===== src/rtl/key_debounce_pulse.sv =====
// Key conditioner: 2-flop sync, per-key debounce counter, registered press pulse (optional auto-repeat via KEY_REPEAT_EN).
// Latency: raw change before edge k -> key_level/key_pulse/key_any update at edge k+1+CNT_MAX.
// Backpressure: none; pulses are single-cycle strobes and the consumer must sample every cycle.
module key_debounce_pulse #(
    parameter int                N_KEYS        = 9,
    parameter int                CNT_MAX       = 1000000,
    parameter int                REPEAT_DELAY  = 50000000,
    parameter int                REPEAT_PERIOD = 20000000,
    parameter logic [N_KEYS-1:0] REPEAT_MASK   = 9'b1_1111_0000
) (
    input  logic              sys_clk,
    input  logic              sys_rst_n,
    input  logic [N_KEYS-1:0] key_raw,
    output logic [N_KEYS-1:0] key_level,
    output logic [N_KEYS-1:0] key_pulse,
    output logic              key_any
);

    localparam int            CW       = $clog2(CNT_MAX + 1);
    localparam logic [CW-1:0] CNT_LAST = CW'(CNT_MAX - 1);

    logic [N_KEYS-1:0] sync1;
    logic [N_KEYS-1:0] sync2;
    logic [CW-1:0]     cnt     [N_KEYS];
    logic [CW-1:0]     cnt_nxt [N_KEYS];
    logic [N_KEYS-1:0] level_nxt;
    logic [N_KEYS-1:0] press;
    logic [N_KEYS-1:0] rep_fire;

    // Two-flop synchroniser; only sync2 is seen by the debounce logic
    always_ff @(posedge sys_clk or negedge sys_rst_n) begin
        if (!sys_rst_n) begin
            sync1 <= '0;
            sync2 <= '0;
        end else begin
            sync1 <= key_raw;
            sync2 <= sync1;
        end
    end

    // Debounce next state: count consecutive disagreeing cycles, accept on the last one
    always_comb begin
        level_nxt = key_level;
        for (int i = 0; i < N_KEYS; i++) begin
            cnt_nxt[i] = '0;
            if (sync2[i] != key_level[i]) begin
                if (cnt[i] == CNT_LAST) begin
                    level_nxt[i] = sync2[i];
                end else begin
                    cnt_nxt[i] = cnt[i] + 1'b1;
                end
            end
        end
    end

    // A press is the accepted 0->1 transition of the debounced level
    assign press = level_nxt & ~key_level;

    // Debounce state and registered outputs; key_any tracks the level it summarises
    always_ff @(posedge sys_clk or negedge sys_rst_n) begin
        if (!sys_rst_n) begin
            for (int i = 0; i < N_KEYS; i++) begin
                cnt[i] <= '0;
            end
            key_level <= '0;
            key_pulse <= '0;
            key_any   <= 1'b0;
        end else begin
            for (int i = 0; i < N_KEYS; i++) begin
                cnt[i] <= cnt_nxt[i];
            end
            key_level <= level_nxt;
            key_pulse <= press | rep_fire;
            key_any   <= |level_nxt;
        end
    end

`ifdef KEY_REPEAT_EN
    localparam int REP_MAX = (REPEAT_DELAY > REPEAT_PERIOD) ? REPEAT_DELAY : REPEAT_PERIOD;
    localparam int RW      = $clog2(REP_MAX + 1);

    for (genvar i = 0; i < N_KEYS; i++) begin : g_rep
        if (REPEAT_MASK[i]) begin : g_on
            logic [RW-1:0] rep_cnt;
            logic          rep_phase;
            logic          held;

            // Held means the level was 1 and stays 1 this cycle; the press and release cycles are excluded
            assign held        = key_level[i] & level_nxt[i];
            assign rep_fire[i] = held & (rep_cnt == (rep_phase ? RW'(REPEAT_PERIOD - 1)
                                                               : RW'(REPEAT_DELAY - 1)));

            // Repeat timer: first interval is the delay, later ones the period; cleared when not held
            always_ff @(posedge sys_clk or negedge sys_rst_n) begin
                if (!sys_rst_n) begin
                    rep_cnt   <= '0;
                    rep_phase <= 1'b0;
                end else if (!held) begin
                    rep_cnt   <= '0;
                    rep_phase <= 1'b0;
                end else if (rep_fire[i]) begin
                    rep_cnt   <= '0;
                    rep_phase <= 1'b1;
                end else begin
                    rep_cnt   <= rep_cnt + 1'b1;
                end
            end
        end else begin : g_off
            assign rep_fire[i] = 1'b0;
        end
    end
`else
    assign rep_fire = '0;

    // Repeat parameters are accepted but have no effect in this build
    if (REPEAT_DELAY < 1 || REPEAT_PERIOD < 1 || REPEAT_MASK == '0) begin : g_repeat_ignored
    end
`endif

endmodule

===== config.mk =====
export PLATFORM = sky130hd
export DESIGN_NAME = key_debounce_pulse
export DESIGN_NICKNAME = d
export VERILOG_FILES = /design/src/rtl/key_debounce_pulse.sv
export SDC_FILE = /design/constraint.sdc
export NUM_CORES = 1
export LEC_CHECK = 0
export CAP_MARGIN = 20
export CORE_MARGIN = 4
export CORE_UTILIZATION = 29
export CTS_CLUSTER_SIZE = 28
export DETAILED_ROUTE_END_ITERATION = 16
export DONT_BUFFER_PORTS = 1
export PLACE_DENSITY = 0.52
export SLEW_MARGIN = 20
export SYNTH_ARGS = -nofsm -noshare
export SYNTH_HDL_FRONTEND = slang
export SYNTH_SLANG_ARGS = --single-unit

===== constraint.sdc =====
create_clock -name sys_clk -period 2.7 [get_ports sys_clk]
set_input_delay 0.54 -clock sys_clk [delete_from_list [all_inputs] [get_ports sys_clk]]
set_output_delay 0.54 -clock sys_clk [all_outputs]
set_load 0.005 [all_outputs]

# --- Word level (Yosys, flattened, before mapping) ---
# Cells that the tools add are included.
word_totals:
  register_bits: 217
  input_bits: 11
  out_inout_bits: 19
  word_cells: 80
op_classes:
  n_addsub: 9
  n_eq_ne: 18
  mux: 36
  bitwise_logic: 2
  reduce_logical: 1
op_table:
  columns: ["cell", "count"]
  rows:
  - ["two-way mux 20 bit", 18]
  - ["adder 20 x 1 -> 20 bit (second input constant)", 9]
  - ["equality test 20 bit (second input constant)", 9]
  - ["two-way mux 1 bit", 18]
  - ["AND 9 bit", 1]
  - ["inequality test 1 bit", 9]
  - ["inverter 9 bit", 1]
  - ["OR reduction 9 bit", 1]

# --- Logic depth before layout (Yosys ltp) ---
# Gate-level depths: netlist of the first run.
logic_depth:
  ltp_word: 4
  mapped_depth: 8
  ltp_nobuf: 7

# --- Worst setup path before layout of the first run ---
# Ideal clock, no wire load.
synth_path:
  path_type: "reg-to-reg"
  start: "reg cnt[60] in the netlist's numbering"
  end: "reg key_any"
  setup_ns: 0.133
  arrival_ns: 1.971
  required_time_ns: 2.567
  setup_slack_ns: 0.596
  stages_incl_launch_ff: 8
  path_buffers: 0
  synth_period_minus_slack_ns: 2.104
  path_cell_list: "dfrtp_1 ha_1 and4_1 nand2_1 nor4_1 mux2_2 nor4_1 nand3_1"
synth_via:
  elab_chain_len: 4
synth_rtl:
  columns: ["element", "line", "rtl"]
  rows:
  - ["start: declaration", "24", "logic [CW-1:0] cnt [N_KEYS];"]
  - ["start signal: indexed assignment", "70", "cnt[i] <= cnt_nxt[i];"]
  - ["equality test 20 bit", "47", "if (cnt[i] == CNT_LAST) begin"]
  - ["two-way mux 1 bit", "47", null]
  - ["two-way mux 1 bit", "46", "if (sync2[i] != key_level[i]) begin"]
  - ["net level_nxt[5]", "26", "logic [N_KEYS-1:0] level_nxt;"]
  - ["OR reduction 9 bit", "74", "key_any <= |level_nxt;"]
  - ["end signal: assignment", "74", null]
  - ["end: declaration", "16", "output logic key_any"]
# The timed path passes the listed nets, and every way through them passes these cells.

# --- Worst setup path after layout of the first run ---
layout_path:
  start: "reg cnt[20] in the netlist's numbering"
  end: "reg key_any"
# The elaborated chain is that of the path after synthesis.

==> reports/metrics.yaml, run 1 <==
clock_network:
  path_clk_slew_ns: 0.06
  clock_latency_ns: 0.52
  cts.path.max_buffers: 3
  cts_setup_buffers: 0
  clock-root-buffer: "clkbuf_16"
  numCtsBuffers: 25
  ctsResizeCount: 0
  cts.sinks: 217
  cts_tree: "yes"
  cts_max_level: 1
logic_synthesis:
  synthSimpleGateAreaFrac_pct: 24.93
  synth_top_family_by_area: "simple AND/OR/NAND/NOR gates"
  ys_ff_latch: 217
  synth_warnings: 0
  synth_area_sq_um: 9766
  synth.area.top_cells: "dfrtp_1 56%, xor2_1 8.2%, nor2_1 8.0%"
  syn-instance-count: 939
  syn_avg_cell_area_sq_um: 10.40
  synth-xor-area-share_pct: 14.98
  yosysSeqAreaShare_pct: 55.61
  synth_area_leader_cell: "dfrtp_1"
  netlist.area_leader.share_pct: 55.61
  syn_nets: 959
  synth-adder-area-share_pct: 1.153
  synth_compound_area_share_pct: 0.4100
  synth_cell_types: 35
  muxShareOfSynthArea_pct: 1.038
worst_setup_path:
  crit_slowest_cell: "nor3_1"
  path_cells: "ha_1, and3_1, nand3_1, nor4_1, mux2_2, nor3_1, nand3_1"
  critPathKind: "reg2reg"
  rrSetupSlack_ns: 0.20
  crit_fanout: 4
  arrival_ns: 2.89
  timing.rr.end: "key_any"
  r2r_cells: 7
  startpoint: "cnt[20]"
  endpoint_kind: "register"
  startpoint_type: "register"
  cp_common_cell: "nand3_1"
  crit_required_ns: 3.09
  max_stage_delay_ns: 0.46
  r2r-start: "cnt[20]"
status:
  status: "finished with violations"
  failed_checks: "negative hold slack"
grt:
  grt_max_degree: 218
  gr-usage-met1_pct: 14.47
  grt_most_used_layer: "met2"
  grt_usage_pct: 10.05
  met3_usage_pct: 2.429
  grt_pass1_vias: 6304
  antenna_found_initial: 0
  gr-total-overflow: 0
  met2_usage_pct: 15.01
  grt_pass1_wl_um: 31200
timing:
  slew_headroom_pct: 54.09
  timing.final.max_slew_violations: 0
  hold_violations: 217
  period_minus_slack_ns: 2.501
  fin_skew_ns: 0.01976
  setup_viol: 0
  fmax_mhz: 399.8
  post-route-period-util_pct: 92.64
  rsz0062_at_grt: "false"
  tns_ns: 0
  worst_hold_slack_ns: -0.2888
  worst_slew_pin_slew_ns: 0.6869
  worst_slack_ns: 0.1988
routing:
  routed_wl_um: 17980
  viasPerCell: 4.466
  drt_iter0_drc: 287
  wl_per_cell_um: 12.78
  dr.pass1.iters: 6
  vias: 6284
  drc: 0
  ant_nets: 0
floorplanning:
  die_width_um: 191.5
  design.die.area_sq_um: 36670
  num_rows: 66
  die_h_um: 191.5
  pin_count: 30
  start_util_pct: 29.71
  coreArea_sq_um: 32870
placement:
  portBuffers: 0
  gp_congestion: 0.7513
  pre_cts_slack_ns: 0.2162
  dp.cells: 1365
  placed_cell_area_sq_um: 10220
  dp_hpwl_um: 11370
cells_and_area:
  layout-drive-gt1-share_pct: 6.010
  fin_util_pct: 33.48
  fin_cells: 1407
  final_common_cell: "dfrtp_1"
  area_growth_pct: 12.68
  diodes: 0
  n_fill_cell: 3388
  nNetsFinal: 970
  design_area_sq_um: 11000
  final_cell_mix: "217 x dfrtp_1, 209 x nor2_1, 91 x xor2_1"
power_and_ir_drop:
  p_comb_share_pct: 1.7
  power_density_nw_per_um2: 606.7
  power_mw: 6.677
  pwr-share-seq_pct: 50.0
  ir_drop_mv: 0.4291
  sw_frac_of_total_pct: 20.85
  p_leak_nw: 4.720
  internal-power_mw: 5.285
  switchingPower_mw: 1.392
  p_clk_share_pct: 48.3
flow_run:
  maxCapViolations: 0
worst_hold_path:
  hold_class: "in2async"
[synthesized netlist by cell type]
cell      instances
dfrtp_1         217
nor2_1          209
xor2_1           91
nand3_1          76
xnor2_1          76
nand2_1          57
and3_1           27
nand4_1          26
and4_1           23
inv_1            18
nor3_1           15
nor4_1           15
ha_1              9
mux2_2            9
buf_2             8
nor4b_1           8
and3b_1           6
clkbuf_1          5
or2_2             5
or3_1             5
a21oi_1           4
nor2b_1           4
o21ai_0           4
nand3b_1          3
or2_1             3
and2_1            2
buf_4             2
buf_6             2
nor3b_1           2
nor4_2            2
nor4bb_1          2
and3b_2           1
buf_12            1
nor3_2            1
or4b_1            1
[worst max-delay path: cells and delay by family, from the launching register on]
family | cells | cell delay [ns]
adder cells (fa/ha/maj) | 1 | 0.19
flip-flops | 1 | 0.39
multiplexers | 1 | 0.41
AND/OR/NAND/NOR | 5 | 1.39
[routing by layer]
metal,up-vias,part of all wire [%]
li1,3165,-
met3,31,4.1
met5,-,0
met4,0,2.5
met1,3024,51
met2,64,42
[power by group through the flow]
stage / clock network, mW / registers [mW] / logic (mW)
global placement: 0 / 3.40 / 0.112
detailed placement: 0 / 3.40 / 0.113
CTS: 3.38 / 3.34 / 0.113
finish: 3.22 / 3.34 / 0.111
floorplan: 0 / 3.39 / 0.101
global route: 3.53 / 3.35 / 0.130
[cell type report]
type	instances	area, sq um	area share [%]
multi-input combinational	686	4151	37.73
timing repair buffer	2	15.01	0.1364
clock buffer	35	723.2	6.572
clock inverter	7	63.81	0.5799
tap	442	553.0	5.026
inverter	18	67.56	0.6140
sequential	217	5430	49.35
[worst max path at each step]
stage,end,slack (ns),cells after the start
final,key_any,0.20,7
after global routing,key_any,0.01,7
after floorplan,key_any,0.60,7
after CTS,key_any,0.22,7
after global placement,key_any,0.28,7
after detailed placement,key_any,0.22,7
[state kept, by name, indices dropped and copies added, names as in the netlist]
signal and cells:
cnt 180, key_level 9, key_pulse 9, sync1 9
sync2 9, key_any 1
[cell families (layout without fill, tap and decap cells)]
| group | after synthesis | count (layout) |
|---|---|---|
| adders and majority gates | 9 | 9 |
| xor gates and xnor gates | 167 | 167 |
| AOI/OAI and AO/OA | 8 | 8 |
| buffers and inverters | 36 | 62 |
| DFF | 217 | 217 |
| and+or+nand+nor | 493 | 493 |
| muxes | 9 | 9 |
Note: power is estimated with default switching activity, not from simulation.
==> run 2: changes to the inputs <==
--- a/config.mk
+++ b/config.mk
@@ -6,8 +6,10 @@
 export NUM_CORES = 1
 export LEC_CHECK = 0
 export CAP_MARGIN = 20
+export CORE_ASPECT_RATIO = 0.8
 export CORE_MARGIN = 4
 export CORE_UTILIZATION = 29
+export CTS_BUF_LIST = sky130_fd_sc_hd__clkbuf_16
 export CTS_CLUSTER_SIZE = 28
 export DETAILED_ROUTE_END_ITERATION = 16
 export DONT_BUFFER_PORTS = 1
==> reports/metrics.yaml, run 2 (synthesized netlist as in run 1, its figures left out) <==
grt:
  antenna_found_initial: 0  # unchanged
  grt_pass1_vias: 6174  # was 6304
  grt_max_degree: 218  # unchanged
  met3_usage_pct: 3.102  # was 2.429%
  gr-total-overflow: 0  # unchanged
  gr-usage-met1_pct: 15.27  # was 14.47%
  grt_usage_pct: 10.17  # was 10.05%
  grt_pass1_wl_um: 31250  # was 31200 um
  met2_usage_pct: 14.42  # was 15.01%
  grt_most_used_layer: "met1"  # was met2
routing:
  vias: 6317  # was 6284
  drt_iter0_drc: 348  # was 287
  ant_nets: 0  # unchanged
  drc: 0  # unchanged
  dr.pass1.iters: 6  # unchanged
  wl_per_cell_um: 13.17  # was 12.78 um
  viasPerCell: 4.532  # was 4.466
  routed_wl_um: 18360  # was 17980 um
cells_and_area:
  nNetsFinal: 970  # unchanged
  final_common_cell: "dfrtp_1"  # unchanged
  final_cell_mix: "217 x dfrtp_1, 209 x nor2_1, 91 x xor2_1"  # unchanged
  largest_register_ff_count: 180  # unchanged
  area_growth_pct: 12.53  # was 12.68%
  n_fill_cell: 3301  # was 3388
  seq_area_sq_um: 5430  # unchanged
  fin_cells: 1394  # was 1407
  multi_input_area_sq_um: 4151  # unchanged
  layout-drive-gt1-share_pct: 5.481  # was 6.010%
  regMostFlops: "cnt"  # unchanged
  diodes: 0  # unchanged
  fin_util_pct: 33.45  # was 33.48%
timing:
  timing.final.max_slew_violations: 0  # unchanged
  hold_violations: 217  # unchanged
  tns_ns: 0  # unchanged
  period_minus_slack_ns: 2.388  # was 2.501 ns
  worst_hold_slack_ns: -0.2780  # was -0.2888 ns
  rsz0062_at_grt: "false"  # unchanged
  worst_slew_pin_slew_ns: 0.6914  # was 0.6869 ns
  slew_headroom_pct: 53.80  # was 54.09%
  fmax_mhz: 418.7  # was 399.8 MHz
  setup_viol: 0  # unchanged
  post-route-period-util_pct: 88.45  # was 92.64%
  worst_slack_ns: 0.3117  # was 0.1988 ns
  fin_skew_ns: 0.01710  # was 0.01976 ns
power_and_ir_drop:
  ir_drop_mv: 0.4094  # was 0.4291 mV
  power_density_nw_per_um2: 609.5  # was 606.7 nW/um^2
  p_leak_nw: 4.737  # was 4.720 nW
clock_network:
  cts.sinks: 217  # unchanged
  clock-root-buffer: "clkbuf_16"  # unchanged
  cts.path.max_buffers: 3  # unchanged
  cts_setup_buffers: 0  # unchanged
  cts_tree: "yes"  # unchanged
  clock_latency_ns: 0.52  # about the same
  path_clk_slew_ns: 0.06  # about the same
  numCtsBuffers: 24  # was 25
  cts_max_level: 1  # unchanged
floorplanning:
  num_rows: 59  # was 66
  pin_count: 30  # unchanged
  coreArea_sq_um: 32850  # was 32870 sq um
  start_util_pct: 29.73  # was 29.71%
  die_width_um: 213.2  # was 191.5 um
  design.die.area_sq_um: 36690  # was 36670 sq um
  die_h_um: 172.1  # was 191.5 um
status:
  status: "finished with violations"  # unchanged
  failed_checks: "negative hold slack"  # unchanged
worst_hold_path:
  hold_class: "in2async"  # unchanged
worst_setup_path:
  r2r_cells: 8  # was 7
  crit_fanout: 4  # unchanged
  crit_required_ns: 3.10  # was 3.09 ns
  critPathKind: "reg2reg"  # unchanged
  path_cells: "ha_1, nand4_1, or2_1, nor4_2, mux2_2, nor3_1, buf_4, nand3_1"  # was ha_1, and3_1, nand3_1, nor4_1, mux2_2, nor3_1, nand3_1
  arrival_ns: 2.79  # was 2.89 ns
  max_stage_delay_ns: 0.41  # was 0.46 ns
  startpoint_type: "register"  # unchanged
  crit_slowest_cell: "nor4_2"  # was nor3_1
  endpoint_kind: "register"  # unchanged
flow_run:
  maxCapViolations: 0  # unchanged
placement:
  dp.cells: 1351  # was 1365
  gp_congestion: 0.7589  # was 0.7513
  pre_cts_slack_ns: 0.3183  # was 0.2162 ns
  dp_hpwl_um: 11580  # was 11370 um
  portBuffers: 0  # unchanged
==> run 2: area by class of cell <==
cell class / count / area share [%]
tap: 427 / 4.862
sequential: 217 / 49.41
clock buffer: 25 / 5.693
clock inverter: 18 / 1.435
timing repair buffer: 3 / 0.2049
multi-input combinational: 686 / 37.78
inverter: 18 / 0.6148
==> run 2: timing repair <==
action | CTS | global route
endpoints found under the hold margin | 217 | 217
setup endpoints to repair | 0 | 0
gates resized for setup | 0 | 0
==> run 2: layer usage <==
layer	vias to the layer above	wire (um)
met4	0	335
met1	3043	9707
met2	73	7368
met3	28	943
met5	-	0
li1	3173	-
==> run 2: report_power, final <==
| part | switching (mW) | total [mW] | internal (mW) |
|---|---|---|---|
| clock network | 1.29 | 3.25 | 1.95 |
| logic | 0.0708 | 0.112 | 0.0409 |
| registers | 0.0402 | 3.34 | 3.30 |
==> run 2: per-stage QoR <==
step           area (sq um)  total power [mW]
2_1_floorplan          9766             3.490
5_1_grt               10990             6.993
4_1_cts               10990             6.850
6_report              10990             6.697
3_5_place_dp          10210             3.512
3_3_place_gp          10210             3.510
==> run 2: final timing paths <==
path | startpoint | to | slack (ns)
max | cnt[80] | key_any | 0.31
min in group sys_clk | key_raw[8] | sync1[8] | 0.04
min reg2reg | sync1[4] | sync2[4] | 0.35
min | sys_rst_n | cnt[30] | -0.28
max reg2reg | cnt[80] | key_any | 0.31
max in group asynchronous | sys_rst_n | cnt[157] | 2.67
==> run 2: critical path, delay by kind of cell (launching register included) <==
family	cells	cell delay [ns]
AND/OR/NAND/NOR	5	1.10
multiplexers	1	0.40
flip-flops	1	0.39
adder cells (fa/ha/maj)	1	0.22
buffers and inverters	1	0.17
